===== config.mk =====
export PLATFORM = sky130hd
export DESIGN_NAME = freq_disp_fmt_flat
export DESIGN_NICKNAME = d
export VERILOG_FILES = /design/src/rtl/freq_disp_fmt_pkg.sv /design/src/rtl/freq_disp_fmt_if.sv /design/src/rtl/freq_disp_fmt_bcd_dabble_seq.sv /design/src/rtl/freq_disp_fmt.sv /design/src/flat_wrapper.sv
export SDC_FILE = /design/constraint.sdc
export NUM_CORES = 1
export LEC_CHECK = 0
export BUFFER_PORTS_ARGS = -buffer_cell sky130_fd_sc_hd__buf_2
export CORE_MARGIN = 3
export CORE_UTILIZATION = 54
export CTS_BUF_LIST = sky130_fd_sc_hd__clkbuf_2
export CTS_CLUSTER_SIZE = 30
export DETAILED_ROUTE_END_ITERATION = 10
export PLACE_DENSITY = 0.73
export SYNTH_ARGS = -nofsm -noshare
export SYNTH_HDL_FRONTEND = slang
export SYNTH_HIERARCHICAL = 1
export SYNTH_SLANG_ARGS = --single-unit
export TNS_END_PERCENT = 30

===== constraint.sdc =====
create_clock -name sys_clk -period 5.4 [get_ports sys_clk]
set_clock_uncertainty 0.15 [all_clocks]
set_input_delay 0.54 -clock sys_clk [delete_from_list [all_inputs] [get_ports sys_clk]]
set_output_delay 0.54 -clock sys_clk [all_outputs]
set_load 0.01 [all_outputs]

===== src/rtl/freq_disp_fmt_pkg.sv =====
// Shared types and constants for the frequency display formatter.
// FREQ_FMT_ROUND_EN selects a 33-step rounding divide instead of 32-step truncation.
package freq_meter_pkg;

  localparam int DIG_NUM = 6;
  localparam int BIN_W   = 20;
  localparam int BCD_W   = 24;
  localparam int STEP_W  = 6;

`ifdef FREQ_FMT_ROUND_EN
  localparam int DIV_STEPS = 33;
`else
  localparam int DIV_STEPS = 32;
`endif

  typedef logic [2:0] state_t;

  localparam state_t ST_IDLE = 3'd0;
  localparam state_t ST_DIV  = 3'd1;
  localparam state_t ST_SAT  = 3'd2;
  localparam state_t ST_BCD  = 3'd3;
  localparam state_t ST_DONE = 3'd4;

  function automatic logic [3:0] dabble_adj(input logic [3:0] d);
    return (d >= 4'd5) ? d + 4'd3 : d;
  endfunction

endpackage


===== src/rtl/freq_disp_fmt_if.sv =====
// Bus between the measurement controller (master) and the display formatter (slave).
interface freq_disp_fmt_if;
  import freq_meter_pkg::*;

  logic [31:0]      freq;
  logic             freq_valid;
  logic [BIN_W-1:0] data;
  logic [BCD_W-1:0] bcd;
  logic             ovf;
  logic             out_valid;
  logic             busy;

  modport master (
    output freq, freq_valid,
    input  data, bcd, ovf, out_valid, busy
  );

  modport slave (
    input  freq, freq_valid,
    output data, bcd, ovf, out_valid, busy
  );

endinterface


===== src/rtl/freq_disp_fmt_bcd_dabble_seq.sv =====
// Sequential 20-bit binary to 6-digit packed BCD converter (shift-add-3, one bit per cycle).
// done is high in the cycle whose closing edge completes the last iteration.
module bcd_dabble_seq
  import freq_meter_pkg::*;
(
  input  logic             clk,
  input  logic             rst,
  input  logic             start,
  input  logic [BIN_W-1:0] bin,
  output logic [BCD_W-1:0] bcd,
  output logic             done
);

  localparam int SH_W = BCD_W + BIN_W;
  localparam logic [4:0] LAST_IT = 5'(BIN_W - 1);

  logic [SH_W-1:0] sh_p0;
  logic [SH_W-1:0] adj;
  logic [4:0]      cnt;
  logic            run;

  always_comb begin
    adj = sh_p0;
    for (int i = 0; i < DIG_NUM; i++) begin
      adj[BIN_W + 4*i +: 4] = dabble_adj(sh_p0[BIN_W + 4*i +: 4]);
    end
  end

  always_ff @(posedge clk) begin
    if (rst) begin
      run <= 1'b0;
      cnt <= '0;
    end else if (start) begin
      run <= 1'b1;
      cnt <= '0;
    end else if (run) begin
      cnt <= cnt + 5'd1;
      if (cnt == LAST_IT) run <= 1'b0;
    end
  end

  // shift stage: adjust digits, then move one binary bit into the BCD field
  always_ff @(posedge clk) begin
    if (start) begin
      sh_p0 <= {{BCD_W{1'b0}}, bin};
    end else if (run) begin
      sh_p0 <= {adj[SH_W-2:0], 1'b0};
    end
  end

  assign bcd  = sh_p0[SH_W-1 -: BCD_W];
  assign done = run && (cnt == LAST_IT);

endmodule


===== src/rtl/freq_disp_fmt.sv =====
// Frequency display formatter: Hz -> scaled, saturated value and packed BCD via a restoring divider.
// Build with FREQ_FMT_ROUND_EN to round to nearest instead of truncating.
module freq_disp_fmt
  import freq_meter_pkg::*;
#(
  parameter int unsigned DIV     = 1000,
  parameter int unsigned MAX_VAL = 999999
) (
  input logic            sys_clk,
  input logic            sys_rst,
  freq_disp_fmt_if.slave bus
);

  localparam int REM_W = BIN_W + 1;
  localparam logic [REM_W-1:0]     DIV_V    = REM_W'(DIV);
  localparam logic [DIV_STEPS-1:0] MAX_Q    = DIV_STEPS'(MAX_VAL);
  localparam logic [BIN_W-1:0]     MAX_V    = BIN_W'(MAX_VAL);
  localparam logic [STEP_W-1:0]    LAST_DIV = STEP_W'(DIV_STEPS - 1);
`ifdef FREQ_FMT_ROUND_EN
  localparam logic [DIV_STEPS-1:0] DIV_HALF = DIV_STEPS'(DIV / 2);
`endif

  if (DIV == 0 || DIV >= (1 << BIN_W) || MAX_VAL >= (1 << BIN_W)) begin : g_param_check
    $error("freq_disp_fmt: DIV must be 1..2^20-1 and MAX_VAL below 2^20");
  end

  function automatic logic [DIV_STEPS-1:0] dividend(input logic [31:0] f);
`ifdef FREQ_FMT_ROUND_EN
    return {1'b0, f} + DIV_HALF;
`else
    return f;
`endif
  endfunction

  // {ovf, value}: anything above the ceiling displays as the ceiling
  function automatic logic [BIN_W:0] saturate(input logic [DIV_STEPS-1:0] q);
    if (q > MAX_Q) return {1'b1, MAX_V};
    return {1'b0, q[BIN_W-1:0]};
  endfunction

  state_t              state;
  logic [STEP_W-1:0]   step;
  logic                pend;
  logic [31:0]         pend_val;
  logic [DIV_STEPS-1:0] quo_p0;
  logic [REM_W-1:0]    rem_p0;
  logic [REM_W:0]      trial;
  logic [BIN_W:0]      sat_w;
  logic [BIN_W-1:0]    val_p1;
  logic                ovf_p1;
  logic [BCD_W-1:0]    cnv_bcd;
  logic                cnv_done;

  assign trial = {rem_p0, quo_p0[DIV_STEPS-1]} - {1'b0, DIV_V};
  assign sat_w = saturate(quo_p0);

  bcd_dabble_seq u_bcd (
    .clk   (sys_clk),
    .rst   (sys_rst),
    .start (state == ST_SAT),
    .bin   (sat_w[BIN_W-1:0]),
    .bcd   (cnv_bcd),
    .done  (cnv_done)
  );

  always_ff @(posedge sys_clk) begin
    if (sys_rst) begin
      state         <= ST_IDLE;
      step          <= '0;
      pend          <= 1'b0;
      bus.busy      <= 1'b0;
      bus.out_valid <= 1'b0;
      bus.data      <= '0;
      bus.bcd       <= '0;
      bus.ovf       <= 1'b0;
    end else begin
      bus.out_valid <= 1'b0;
      if (bus.freq_valid && state != ST_IDLE) pend <= 1'b1;
      case (state)
        ST_IDLE: begin
          if (bus.freq_valid || pend) begin
            state    <= ST_DIV;
            step     <= '0;
            pend     <= 1'b0;
            bus.busy <= 1'b1;
          end
        end
        ST_DIV: begin
          step <= step + STEP_W'(1);
          if (step == LAST_DIV) state <= ST_SAT;
        end
        ST_SAT: state <= ST_BCD;
        ST_BCD: begin
          if (cnv_done) state <= ST_DONE;
        end
        ST_DONE: begin
          bus.data      <= val_p1;
          bus.bcd       <= cnv_bcd;
          bus.ovf       <= ovf_p1;
          bus.out_valid <= 1'b1;
          bus.busy      <= 1'b0;
          state         <= ST_IDLE;
        end
        default: state <= ST_IDLE;
      endcase
    end
  end

  // capture / divide / saturate stages
  always_ff @(posedge sys_clk) begin
    if (bus.freq_valid && state != ST_IDLE) pend_val <= bus.freq;
    case (state)
      ST_IDLE: begin
        rem_p0 <= '0;
        if (bus.freq_valid) quo_p0 <= dividend(bus.freq);
        else if (pend)      quo_p0 <= dividend(pend_val);
      end
      ST_DIV: begin
        quo_p0 <= {quo_p0[DIV_STEPS-2:0], ~trial[REM_W]};
        rem_p0 <= trial[REM_W] ? {rem_p0[REM_W-2:0], quo_p0[DIV_STEPS-1]} : trial[REM_W-1:0];
      end
      ST_SAT: begin
        ovf_p1 <= sat_w[BIN_W];
        val_p1 <= sat_w[BIN_W-1:0];
      end
      default: ;
    endcase
  end

endmodule


===== src/flat_wrapper.sv =====
// flat-port wrapper written by rule: the top's interface ports become plain ports
module freq_disp_fmt_flat import freq_meter_pkg::*;
#(
  parameter int unsigned DIV     = 1000,
  parameter int unsigned MAX_VAL = 999999
)
  (sys_clk, sys_rst, bus_freq, bus_freq_valid, bus_data, bus_bcd, bus_ovf, bus_out_valid, bus_busy);
  freq_disp_fmt_if bus_i ();
  input logic sys_clk;
  input logic sys_rst;
  input wire logic [$bits(bus_i.freq)-1:0] bus_freq;
  input wire logic [$bits(bus_i.freq_valid)-1:0] bus_freq_valid;
  output wire logic [$bits(bus_i.data)-1:0] bus_data;
  output wire logic [$bits(bus_i.bcd)-1:0] bus_bcd;
  output wire logic [$bits(bus_i.ovf)-1:0] bus_ovf;
  output wire logic [$bits(bus_i.out_valid)-1:0] bus_out_valid;
  output wire logic [$bits(bus_i.busy)-1:0] bus_busy;
  assign bus_i.freq = bus_freq;
  assign bus_i.freq_valid = bus_freq_valid;
  assign bus_data = bus_i.data;
  assign bus_bcd = bus_i.bcd;
  assign bus_ovf = bus_i.ovf;
  assign bus_out_valid = bus_i.out_valid;
  assign bus_busy = bus_i.busy;
  freq_disp_fmt #(.DIV(DIV), .MAX_VAL(MAX_VAL)) u_core (.sys_clk(sys_clk), .sys_rst(sys_rst), .bus(bus_i));
endmodule

==> results of run 1 <==
[cells in the mapped netlist, types with 4 or more instances]
master    number
a21oi_1      109
and2_1        13
buf_1          4
buf_2         10
clkbuf_1      31
dfxtp_1       87
edfxtp_1     126
ha_1          15
inv_1         24
mux2_2        20
mux2i_1       34
nand2_1      122
nand2b_1      16
nand3_1       16
nand4_1        8
nor2_1        64
nor2b_1        5
nor3_1        17
nor4_1        10
o21ai_0       22
o21ai_1        8
o22ai_1        4
o32ai_1        5
or2_2          8
or3_1          8
or4_1          4
xnor2_1        7
[critical path: stages (launching register included)]
cell and delay (ns):
dfxtp_1 0.43, nor3_1 0.37, o21ai_0 0.27, and2_1 0.27, inv_1 0.87, a311oi_1 0.21
[area by class of cell]
| cell class | instances | area share |
|---|---|---|
| inverter | 24 | 0.00845 |
| multi-input combinational | 582 | 0.329 |
| clock buffer | 88 | 0.0413 |
| timing repair buffer | 121 | 0.0737 |
| clock inverter | 8 | 0.00293 |
| sequential | 213 | 0.518 |
| tap | 220 | 0.0258 |
| antenna | 2 | 0.000469 |
[report_power, final]
| group | total (W) | switching [W] | internal, W |
|---|---|---|---|
| clock | 0.00103 | 0.000611 | 0.000422 |
| sequential | 0.00198 | 0.000118 | 0.00186 |
| combinational | 0.000761 | 0.000425 | 0.000336 |
[what timing repair did]
action	CTS	global route
hold endpoints to repair	63	0
buffers inserted	0	0
hold buffers	32	0
[sequential cells by signal, summed over array words and instances, names as in the netlist]
name / flops
u_core/u_bcd/sh_p0: 44
u_core/pend_val: 32
u_core/quo_p0: 32
u_core/bus.bcd: 24
u_core/rem_p0: 21
u_core/bus.data: 20
u_core/val_p1: 20
u_core/step: 6
u_core/u_bcd/cnt: 5
u_core/state: 3
u_core/bus.busy: 1
u_core/bus.out_valid: 1
u_core/bus.ovf: 1
u_core/ovf_p1: 1
u_core/pend: 1
u_core/u_bcd/run: 1
[per-stage QoR]
stage	utilization	setup slack [ns]	cells	hold slack [ns]	power [W]
final	0.636	2.63	1258	0.304	0.00378
after global routing	0.636	2.41	1258	0.301	0.00402
after CTS	0.636	2.64	1256	0.254	0.00382
after detailed placement	0.589	2.32	1128	0.293	0.00276
after global placement	0.589	2.34	1128	0.289	0.00275
after floorplan	-	1.62	866	0.295	0.00259
[cell usage in the layout, fill, tap and decap left out, types with 5 or more instances in the layout]
master	instances
edfxtp_1	126
nand2_1	122
a21oi_1	109
clkbuf_2	88
dfxtp_1	87
buf_2	81
nor2_1	64
mux2i_1	34
dlygate4sd3_1	32
inv_1	24
o21ai_0	22
mux2_2	20
nor3_1	17
nand3_1	16
nand2b_1	16
ha_1	15
and2_1	13
nor4_1	10
or2_2	8
nand4_1	8
o21ai_1	8
or3_1	8
buf_4	8
xnor2_1	7
clkinv_1	5
o32ai_1	5
[cell families after synthesis]
group           after synthesis
compound gates              192
fa+ha+maj                    15
xor+xnor                     10
buf+inv                      71
simple gates                311
flops                       213
mux                          54
[metal layers]
layer / vias to the layer above / GRT usage / wire, um
li1: 3441 / - / -
met1: 3110 / 0.281 / 8760
met2: 183 / 0.295 / 8060
met3: 40 / 0.0409 / 1040
met4: 0 / 0.0621 / 381
met5: - / 0 / 0
[final timing paths]
path                      from                end  cells past startpoint
min          u_core/bus.bcd[7]  u_core/bus.bcd[7]                      2
min reg2reg  u_core/bus.bcd[7]  u_core/bus.bcd[7]                      2
max reg2reg    u_core/state[0]     u_core/step[3]                      5
max            u_core/state[0]     u_core/step[3]                      5
==> qor.csv, run 1 <==
metric,value,unit
async_reset_ff_frac,0,
p_leak,4.09,nW
max_freq,361,MHz
n_fill_cell,1382,
hp-class,register to register,
start_kind,register,
antenna_found_initial,1,
cts_buffers,52,
synth_top_family_by_area,simple AND/OR/NAND/NOR gates,
synth_edf_count,126,
synthFlopType,edfxtp_1,
synth_area,0.00932,mm^2
slew_headroom,0.202,
grt_max_degree,86,
finalWirelength,18200,um
finalSetupTns,0,ns
syn-mean-instance-area,10.8,um^2
io_pins,82,
drc,0,
grt_use_total,0.194,
htreeDepth,2,
synth_cells,866,
vias,6774,
criticalPathCategory,register to register,
power.density,354,mW/mm^2
synth_compound_area_frac,0.126,
regArea,0.00553,mm^2
synthAdderAreaFrac,0.0201,
synth_cell_type_count,68,
cts_sinks,213,
clk_pin_slew,0.11,ns
yosysTopAreaCell,edfxtp_1,
die-area,0.0189,mm^2
setup_viol_count_final,0,
multi_input_area,0.00351,mm^2
place_congestion,0.832,
grt_pass1_wl,29800,um
io_buffers,81,
insertion_delay,0.75,ns
synth_top_area_frac,0.406,
slew_viol_final,0,
critPathMaxFanout,33,
finalInstanceArea,0.0107,mm^2
tightest_slew,1.20,ns
maxCapViolCount,0,
fin_nets,1044,
die_w,137,um
placed_area,0.00987,mm^2
worstPathArrival,3.18,ns
worstPathRequired,5.81,ns
post-route-min-period,2.77,ns
yosysWarnings,6,
clk_path_buf_depth,3,
synth_mux_area_frac,0.0607,
synth_xor_area_frac,0.00940,
synth_seq_cells,213,
wl_per_cell,14.5,um
grt_pass1_vias,6212,
synth_nets,916,
dp_hpwl,11000,um
start_util,0.556,
drive_gt1_frac,0.220,
cp-end-kind,register,
avgViaCountPerCell,5.38,
regToRegSetupSlack,2.63,ns
cts_tree,yes,
ys_seq_area_frac,0.593,
post_cts_resized,0,
clockRootBuffer,clkbuf_2,
vdd_drop_max,0.233,mV
synthSimpleGateAreaFrac,0.160,
core,0.0168,mm^2
final.period_utilization,0.513,
area_delta_synth_final,14.5,%
ant_nets,0,
ys_top_cells_by_area,"edfxtp_1 41%, dfxtp_1 19%, a21oi_1 5.9%",
hold_viol_final,0,
row_count,47,
status,completed,
drt_iter0_drc,417,
rsz0062_at_grt,false,
grt_overflow,0,
firstDrtPassIters,5,
die_h,137,um
No activity file was read; power rests on OpenSTA's default activity.
==> run 2, diff against run 1 <==
Clock period 5.4 ns to 2.8 ns, I/O delays scaled along.
==> run 2 against run 1 <==
  * Clock-buffer cell count is 13 lower
  * Sequential power is 93% higher
  * Global-route usage is 1.6 points higher
  * Register-to-register slack worse by 2.4 ns
  * Setup slack worse by 2.4 ns
  * Hold slack worse by 0.21 ns
  * Core utilization is 2.2 points higher
  * Fmax is 7.7% higher
  * Largest cell class unchanged
  * Highest routed layer unchanged
==> qor.csv, run 2 (same netlist as run 1, synthesis figures left out) <==
metric,value,unit,change
status,completed,,
cp-startpoint,u_core/rem_p0[12],,
power.density,672,mW/mm^2,+90%
grt_pass1_vias,6821,,+9.8%
avgViaCountPerCell,5.43,,+0.79%
placed_area,0.00996,mm^2,+0.98%
grt_max_degree,80,,-7.0%
n_fill_cell,1359,,-1.7%
finalNonFillerCells,1295,,+2.9%
criticalPathCategory,register to register,,
place_congestion,0.868,,+4.3%
slew_viol_final,0,,unchanged
layout_common_cells,"126 x edfxtp_1, 122 x nand2_1, 109 x a21oi_1, 87 x dfxtp_1, 81 x buf_2",,
wl_per_cell,15.2,um,+5.2%
row_count,47,,unchanged
crit_family,simple AND/OR/NAND/NOR gates,,
finalSetupTns,0,ns,unchanged
area_delta_synth_final,18.3,%,
cts_tree,yes,,
critPathMaxFanout,7,,-79%
core,0.0168,mm^2,unchanged
maxCapViolCount,0,,unchanged
die_w,137,um,unchanged
p_leak,4.22,nW,+3.2%
post_cts_resized,0,,unchanged
cts_buffers,54,,+3.8%
r2r_end,u_core/rem_p0[18],,
p_total,0.00741,W,+96%
crit_cells,5,,unchanged
vdd_drop_max,0.469,mV,+100%
fin_nets,1079,,+3.4%
io_buffers,81,,unchanged
start_util,0.556,,unchanged
start_kind,register,,
firstDrtPassIters,5,,unchanged
largest_register_ffs,44,,unchanged
dp_cells,1135,,+0.62%
setup_viol_count_final,0,,unchanged
rr_worst_depth,5,,unchanged
endpoint,u_core/rem_p0[18],,
dp_hpwl,11700,um,+6.7%
r2r_start,u_core/rem_p0[12],,
vias,7028,,+3.7%
grt_use_total,0.211,,+0.0165
critical-path-slowest-cell,or4_4,,
finalInstanceArea,0.0110,mm^2,+3.4%
tightest_slew,0.696,ns,-0.500 ns
regMostFlops,u_core/u_bcd/sh_p0,,
max_freq,389,MHz,+7.7%
crit_chain,nor4_1 > nand2_1 > or4_4 > a2111o_1 > a21oi_1,,
layout_commonest_cell,edfxtp_1,,
io_pins,82,,unchanged
grt_overflow,0,,unchanged
hp-class,primary input to register,,
htreeDepth,2,,unchanged
postCtsSetupBuffers,0,,unchanged
clk_path_buf_depth,3,,unchanged
final_core_util,0.658,,+0.0215
die_h,137,um,unchanged
regToRegSetupSlack,0.23,ns,-2.40 ns
drc,0,,unchanged
hold_viol_final,0,,unchanged
insertion_delay,0.78,ns,+0.03 ns
grt_pass1_wl,32200,um,+8.0%
rsz0062_at_grt,false,,
ant_nets,0,,unchanged
final.period_utilization,0.919,,+0.406
clockRootBuffer,clkbuf_2,,
cp-end-kind,register,,
die-area,0.0189,mm^2,unchanged
cts_sinks,213,,unchanged
finalWirelength,19700,um,+8.3%
post-route-min-period,2.57,ns,-0.197 ns
slew_headroom,0.536,,+0.334
antenna_found_initial,1,,unchanged
reg.largest.list,"u_core/u_bcd/sh_p0 x44, u_core/pend_val x32, u_core/quo_p0 x32",,
clk_pin_slew,0.10,ns,about the same
worstPathArrival,3.05,ns,-0.13 ns
drive_gt1_frac,0.207,,-0.0134
drt_iter0_drc,450,,+7.9%
path_buf_inv,0,,-1
worstPathRequired,3.28,ns,-2.53 ns
cp_slowest_stage_delay,0.61,ns,-0.26 ns
## run 2: layout make-up
cell class                      count  area, um^2  area share
Inverter                           24        90.1     0.00817
Clock buffer                       75         375      0.0340
Sequential cell                   213        5530       0.501
Timing Repair Buffer              154        1140       0.103
Clock inverter                     26         103     0.00931
Antenna cell                        1        2.50    0.000227
Tap cell                          220         275      0.0250
Multi-Input combinational cell    582        3520       0.319
## run 2: per-layer routing
metal | routed length (um) | vias up | GRT usage
met4 | 269 | 0 | 0.0693
li1 | - | 3511 | -
met1 | 9030 | 3308 | 0.285
met2 | 9440 | 187 | 0.345
met5 | 0 | - | 0
met3 | 1010 | 22 | 0.0405
## run 2: repair_timing
action,CTS,global route
hold buffers,57,1
setup endpoints to repair,0,0
hold endpoints to repair,110,1
## run 2: worst min-delay path by stage
| stage | startpoint | cells after the start | slack [ns] | end |
|---|---|---|---|---|
| detailed placement | u_core/bus.bcd[16] | 2 | 0.29 | u_core/bus.bcd[16] |
| global placement | u_core/bus.bcd[10] | 2 | 0.29 | u_core/bus.bcd[10] |
| global route | bus_freq[3] | 2 | 0.02 | u_core/pend_val[3] |
| CTS | bus_freq[29] | 2 | 0.002 | u_core/pend_val[29] |
| finish | bus_freq[29] | 2 | 0.09 | u_core/pend_val[29] |
| floorplan | sys_rst | 1 | 0.21 | u_core/u_bcd/cnt[0] |
## run 2: worst reg2reg max path, cell delays in order (launching register included)
cell,delay [ns]
edfxtp_1,0.49
nor4_1,0.39
nand2_1,0.22
or4_4,0.61
a2111o_1,0.43
a21oi_1,0.15
## run 2: power breakdown
part           total [W]  internal [W]  switching [W]
logic            0.00159      0.000715       0.000880
clock network    0.00199      0.000735        0.00126
registers        0.00382       0.00359       0.000231
## run 2: through the flow
step / hold slack, ns / setup WS [ns]
after global routing: 0.0228 / 0.0559
after detailed placement: 0.293 / 0.272
after floorplan: 0.207 / 0.178
after CTS: 0.00218 / 0.250
after global placement: 0.289 / 0.320
final: 0.0940 / 0.228
